## src/rtl/queue_4x8.sv

```systemverilog
// Purpose: synchronous FIFO, WIDTH bits x DEPTH entries, first-word-fall-through head, sticky error flags.
// Latency: a write into an empty queue is visible on data_out right after its edge; all outputs come from registers.
// Backpressure: a write to a full queue is refused unless paired with an accepted read; a refused write sets overflow and a read of an empty queue sets underflow.
//
// Ports:
//   clk, reset          single clock; synchronous active-high reset
//   wr_en, data_in      write request and its data, sampled on the rising edge
//   rd_en               pop the entry currently shown on data_out
//   data_out            head entry, forced to 0 while empty
//   full, empty, count  occupancy decoded from the registered count
//   overflow, underflow sticky error flags, cleared only by reset
module queue_4x8 #(
  parameter int WIDTH = 4,
  parameter int DEPTH = 8
) (
  input  logic                     clk,
  input  logic                     reset,
  input  logic                     wr_en,
  input  logic [WIDTH-1:0]         data_in,
  input  logic                     rd_en,
  output logic [WIDTH-1:0]         data_out,
  output logic                     full,
  output logic                     empty,
  output logic [$clog2(DEPTH):0]   count,
  output logic                     overflow,
  output logic                     underflow
);

  localparam int AW = $clog2(DEPTH);
  localparam logic [AW:0] FULL_CNT = (AW+1)'(DEPTH);

  logic [WIDTH-1:0] mem [DEPTH];
  logic [AW-1:0]    wp;
  logic [AW-1:0]    rp;
  logic [AW:0]      cnt;
  logic             rd_ok;
  logic             wr_ok;

  assign empty = (cnt == '0);
  assign full  = (cnt == FULL_CNT);
  assign count = cnt;

  // A full queue still takes a write when the same edge frees a slot.
  assign rd_ok = rd_en && !empty;
  assign wr_ok = wr_en && (!full || rd_ok);

  // Stale entries stay in memory after a pop or reset; the mask keeps them hidden.
  assign data_out = empty ? '0 : mem[rp];

  // Storage is not reset; the reset gate only discards writes issued on a reset edge.
  always_ff @(posedge clk) begin
    if (!reset && wr_ok) begin
      mem[wp] <= data_in;
    end
  end

  always_ff @(posedge clk) begin
    if (reset) begin
      wp        <= '0;
      rp        <= '0;
      cnt       <= '0;
      overflow  <= 1'b0;
      underflow <= 1'b0;
    end else begin
      // Pointers roll over naturally at DEPTH since DEPTH is a power of two.
      if (wr_ok) wp <= wp + 1'b1;
      if (rd_ok) rp <= rp + 1'b1;
      if (wr_ok && !rd_ok)      cnt <= cnt + 1'b1;
      else if (rd_ok && !wr_ok) cnt <= cnt - 1'b1;
      if (wr_en && !wr_ok) overflow  <= 1'b1;
      if (rd_en && !rd_ok) underflow <= 1'b1;
    end
  end

endmodule

```

## config.mk

```make
export PLATFORM = sky130hd
export DESIGN_NAME = queue_4x8
export DESIGN_NICKNAME = d
export VERILOG_FILES = /design/src/rtl/queue_4x8.sv
export SDC_FILE = /design/constraint.sdc
export NUM_CORES = 1
export LEC_CHECK = 0
export BUFFER_PORTS_ARGS = -buffer_cell sky130_fd_sc_hd__buf_2
export CELL_PAD_IN_SITES_DETAIL_PLACEMENT = 0
export CELL_PAD_IN_SITES_GLOBAL_PLACEMENT = 1
export CORE_UTILIZATION = 30
export CTS_CLUSTER_SIZE = 30
export DETAILED_ROUTE_END_ITERATION = 10
export PLACE_DENSITY_LB_ADDON = 0.1
export SYNTH_ARGS = -nofsm -noshare
export SYNTH_HDL_FRONTEND = slang
export SYNTH_SLANG_ARGS = --single-unit
```

## constraint.sdc

```tcl
create_clock -name clk -period 7.4 [get_ports clk]
set_input_delay 1.85 -clock clk [delete_from_list [all_inputs] [get_ports clk]]
set_output_delay 1.85 -clock clk [all_outputs]
set_load 0.02 [all_outputs]
```

### After elaboration in Yosys (flattened, before gate mapping)

Memory sizes are Yosys's and may differ from the RTL's. A register that Yosys moved wholly into a read port is not among the register bits.
Index checks and enable logic that the tools add are counted.

| storage, ports and cells | value |
|---|---|
| register bits | 12 |
| RAM bits | 32 |
| input port bits | 8 |
| word-level logic and storage cells | 33 |
| memories kept | 1 |

Memories:

| name | depth | width | read ports | clocked after Yosys merged registers in | write ports | RTL line | source |
|---|---|---|---|---|---|---|---|
| mem | 8 | 4 | 1 | 1 | 1 | 32 | `logic [WIDTH-1:0] mem [DEPTH];` |

| cells by class | value |
|---|---|
| add/sub/neg operators | 4 |
| equality and inequality tests | 1 |
| muxes and demuxes | 7 |
| reduce and logical (&&, ||, !) cells | 15 |

Operators with widths:

| cell | number |
|---|---|
| 2-to-1 mux 4 bit | 3 |
| logical AND 1 bit | 7 |
| adder 3 x 1 -> 3 bit, second input constant | 2 |
| 2-to-1 mux 3 bit | 2 |
| logical NOT 1 bit | 5 |
| adder 4 x 1 -> 4 bit, second input constant | 1 |
| equality test 4 bit, second input constant | 1 |
| logical NOT 4 bit | 1 |
| subtractor 4 x 1 -> 4 bit, second input constant | 1 |
| 2-to-1 mux 1 bit | 2 |
| nonzero test 2 bit | 1 |
| logical OR 1 bit | 1 |

### Longest topological paths before layout

| depth | value |
|---|---|
| depth in word-level cells | 9 |
| mapped depth | 10 |
| mapped depth without buffers | 10 |

### Worst setup path after synthesis

No wires, ideal clock.

| path | value |
|---|---|
| path type | input -> register |
| from | input rd_en |
| to | register cnt[3], in the netlist count[3] |
| setup time | 0.121 ns |
| data arrival time | 3.427 ns |
| data required time | 7.279 ns |
| slack | 3.852 ns |
| stages | 9 |
| cell sequence | o21ai_4 > inv_2 > ha_1 > inv_1 > ha_1 > a21oi_1 > a211oi_1 > a31oi_1 > mux2_2 |

| between the ends | value |
|---|---|
| longest elaborated chain between the ends | 6 |
| elaborated cells between the ends (all ways) | 9 |

Ends and longest elaborated chain:

| item | RTL line | source |
|---|---|---|
| start: declaration | 20 | `input logic rd_en,` |
| logical AND 1 bit * | 44 | `assign rd_ok = rd_en && !empty;` |
| logical OR 1 bit | 45 | `assign wr_ok = wr_en && (!full \|\| rd_ok);` |
| logical AND 1 bit | 45 |  |
| logical NOT 1 bit | 69 | `else if (rd_ok && !wr_ok) cnt <= cnt - 1'b1;` |
| logical AND 1 bit | 69 |  |
| nonzero test 2 bit (no source line) | - |  |
| end signal: assignment | 68 | `if (wr_ok && !rd_ok) cnt <= cnt + 1'b1;` |
| end signal: assignment | 69 |  |
| end: declaration | 35 | `logic [AW:0] cnt;` |

Every way passes the cells marked *; elsewhere a longest branch is shown, timed or not.
A chain may end at the register's enable or synchronous reset.

==> flow_metrics.env <==
export IMPL_status="completed"
export IMPL_nets=168
export IMPL_synth_top_area_share_pct=48.9
export IMPL_crit_required_ns=5.55
export IMPL_slew_viol_final=0
export IMPL_grt_pass1_wl_um=6190
export IMPL_cts_tree="yes"
export IMPL_rows=29
export IMPL_path_delay_family="multiplexers"
export IMPL_crit_cells=4
export IMPL_numCtsBuffers=5
export IMPL_final_layout_size_suffix_gt1_share_pct=28.4
export IMPL_r2r_setup_slack_ns=4.55
export IMPL_synth_avg_cell_area_um2=14.9
export IMPL_grt_pass1_vias=1151
export IMPL_ctsResizeCount=0
export IMPL_ys_ff_latch=47
export IMPL_powerDensity_mw_per_mm2=325
export IMPL_synth_edff_count=32
export IMPL_crit_type="flop to output port"
export IMPL_root_buffer="clkbuf_8"
export IMPL_grt_use_total_pct=12.1
export IMPL_hp_class="flop to flop"
export IMPL_timing_final_ws_setup_ns=3.53
export IMPL_yosys_warnings=0
export IMPL_finalCritPeriodShare_pct=52.3
export IMPL_vias_per_cell=4.72
export IMPL_crit_path_max_fanout=8
export IMPL_synth_cell_types=32
export IMPL_total_power_mw=0.727
export IMPL_num_antenna_cells=0
export IMPL_relSlewSlack_pct=26.0
export IMPL_synthCells=132
export IMPL_chipWidth_um=82.9
export IMPL_antenna_left=0
export IMPL_io_buffers=19
export IMPL_cp_arrival_ns=2.02
export IMPL_vias=1095
export IMPL_crit_buf_inv=1
export IMPL_fin_tns_setup_ns=0
export IMPL_rsz0062_at_grt="no"
export IMPL_endpoint="data_out[0]"
export IMPL_design_portCount=20
export IMPL_synth_flop_cell="edfxtp_1"
export IMPL_timing_final_crit_period_ns=3.87
export IMPL_setup_viol=0
export IMPL_holdBufCountCts=0
export IMPL_first_pass_iters=4
export IMPL_area_growth_pct=13.8
export IMPL_hold_viol=0
export IMPL_initialDrtViolationCount=33
export IMPL_timing_hold_ws_ns=0.479
export IMPL_yosys_top_cells_count="edfxtp_1, nor2_1, dfxtp_1"
export IMPL_cts_buffer_depth=2
export IMPL_worstSkewPairLatency_ns=0.30
export IMPL_antenna_found_initial=0
export IMPL_rr_worst_depth=10
export IMPL_whs_path_depth=2
export IMPL_core_mm2=0.00635
export IMPL_dieArea_mm2=0.00688
export IMPL_yosys_area_top_type="edfxtp_1"
export IMPL_grt_overflow_total=0
export IMPL_drc=0
export IMPL_synthArstFlopShare_pct=0
export IMPL_path_cells="mux4_2 -> mux2i_1 -> nor2_1 -> buf_2"
export IMPL_fin_util_pct=35.2
export IMPL_yosysSeqAreaShare_pct=64.2
export IMPL_rr_startpoint="count[1]"
export IMPL_synth_area_mm2=0.00196
export IMPL_start_util_pct=30.9
export IMPL_leakage_nw=0.797
export IMPL_die_h_um=82.9
export IMPL_slowest_delay_ns=0.69
export IMPL_drt_total_wl_um=3880
export IMPL_grt_max_degree=18
export IMPL_start_kind="flop"
export IMPL_post_cts_buffers=0
export IMPL_routedWlPerCell_um=16.7
export IMPL_worstSetupEndpointType="output port"
export IMPL_clock_skew_ns=0.00714
export IMPL_cts_clk_slew_worst_paths_ns=0.08
export IMPL_r2r_end="count[3]"
export IMPL_h_tree_depth=2
export IMPL_tightest_slew_ns=1.10
export IMPL_place_ws_ns=3.50
export IMPL_maxCapViolCount=0
export IMPL_syn_num_nets=146
export IMPL_max_freq_ghz=0.258
export IMPL_dpl_hpwl_um=2730
export IMPL_cp_slowest_cell="dfxtp_1"
export IMPL_synth_most_common_cell="edfxtp_1"
export IMPL_yosys_top_cells_area="edfxtp_1, dfxtp_1, mux4_2"
export IMPL_ir_drop_mv=0.126
export IMPL_cts_sinks=47
export IMPL_gp_congestion=0.709
## registers in the layout (all words and copies together), names as in the netlist, named ones only
name,count
rp,3
count,4
underflow,1
mem,32
overflow,1
wp,3
## worst min path at each step
stage                  start       end
floorplan              rp[2]      flop
global placement    overflow  overflow
detailed placement  overflow  overflow
CTS                 overflow  overflow
global route        overflow  overflow
finish              overflow  overflow
## metrics by stage
stage | cells | cell area (um2)
final | 232 | 2240
after floorplan | 132 | 1960
after detailed placement | 224 | 2150
after global routing | 232 | 2240
after CTS | 232 | 2240
after global placement | 224 | 2150
## worst min-delay path: stages (launching register included)
cell and delay (ns):
dfxtp_1 0.33, a21oi_1 0.04, nor2_1 0.07
## power by group
| group | internal [mW] | switching, mW |
|---|---|---|
| registers | 0.304 | 0.0410 |
| logic | 0.105 | 0.121 |
| clock network | 0.0679 | 0.0876 |
| total | 0.478 | 0.249 |
## final cells by class
class / instances / area, um2
clock inverters: 2 / 16.3
clock buffers: 6 / 72.6
fillers: 630 / 4110
repair buffers: 21 / 110
inverters: 3 / 11.3
multi-input cells: 76 / 668
well taps: 77 / 96.3
flip-flops and latches: 47 / 1260
## kinds of logic (layout without fill, tap and decap cells)
logic type	count (synthesis)	in the layout	synth area share (%)
flops	47	47	64.2
simple gates	40	40	11.0
mux	15	15	12.8
compound gates	10	10	3.82
buf+inv	9	32	1.78
fa+ha+maj	6	6	4.20
xor+xnor	5	5	2.23
## metal layers
| metal | global-route usage (%) | routed length, um | vias to the layer above | part of all wire (%) |
|---|---|---|---|---|
| li1 | - | - | 532 | - |
| met1 | 16.6 | 1930 | 539 | 50 |
| met2 | 18.7 | 1780 | 18 | 46 |
| met3 | 3.38 | 116 | 6 | 3.0 |
| met4 | 3.76 | 52 | 0 | 1.3 |
| met5 | 0 | 0 | - | 0 |
## cells in the final DEF, fill, tap and decap left out, types with 3 or more instances in the layout
cell type  instances
ha_1               5
clkbuf_8           5
buf_2             19
dfxtp_1           15
nor2_1            21
nor3_1             3
a21oi_1            4
xor2_1             4
mux4_2             8
edfxtp_1          32
nand2_1            4
mux2i_1            6
No activity file was read; power rests on OpenSTA's default activity.
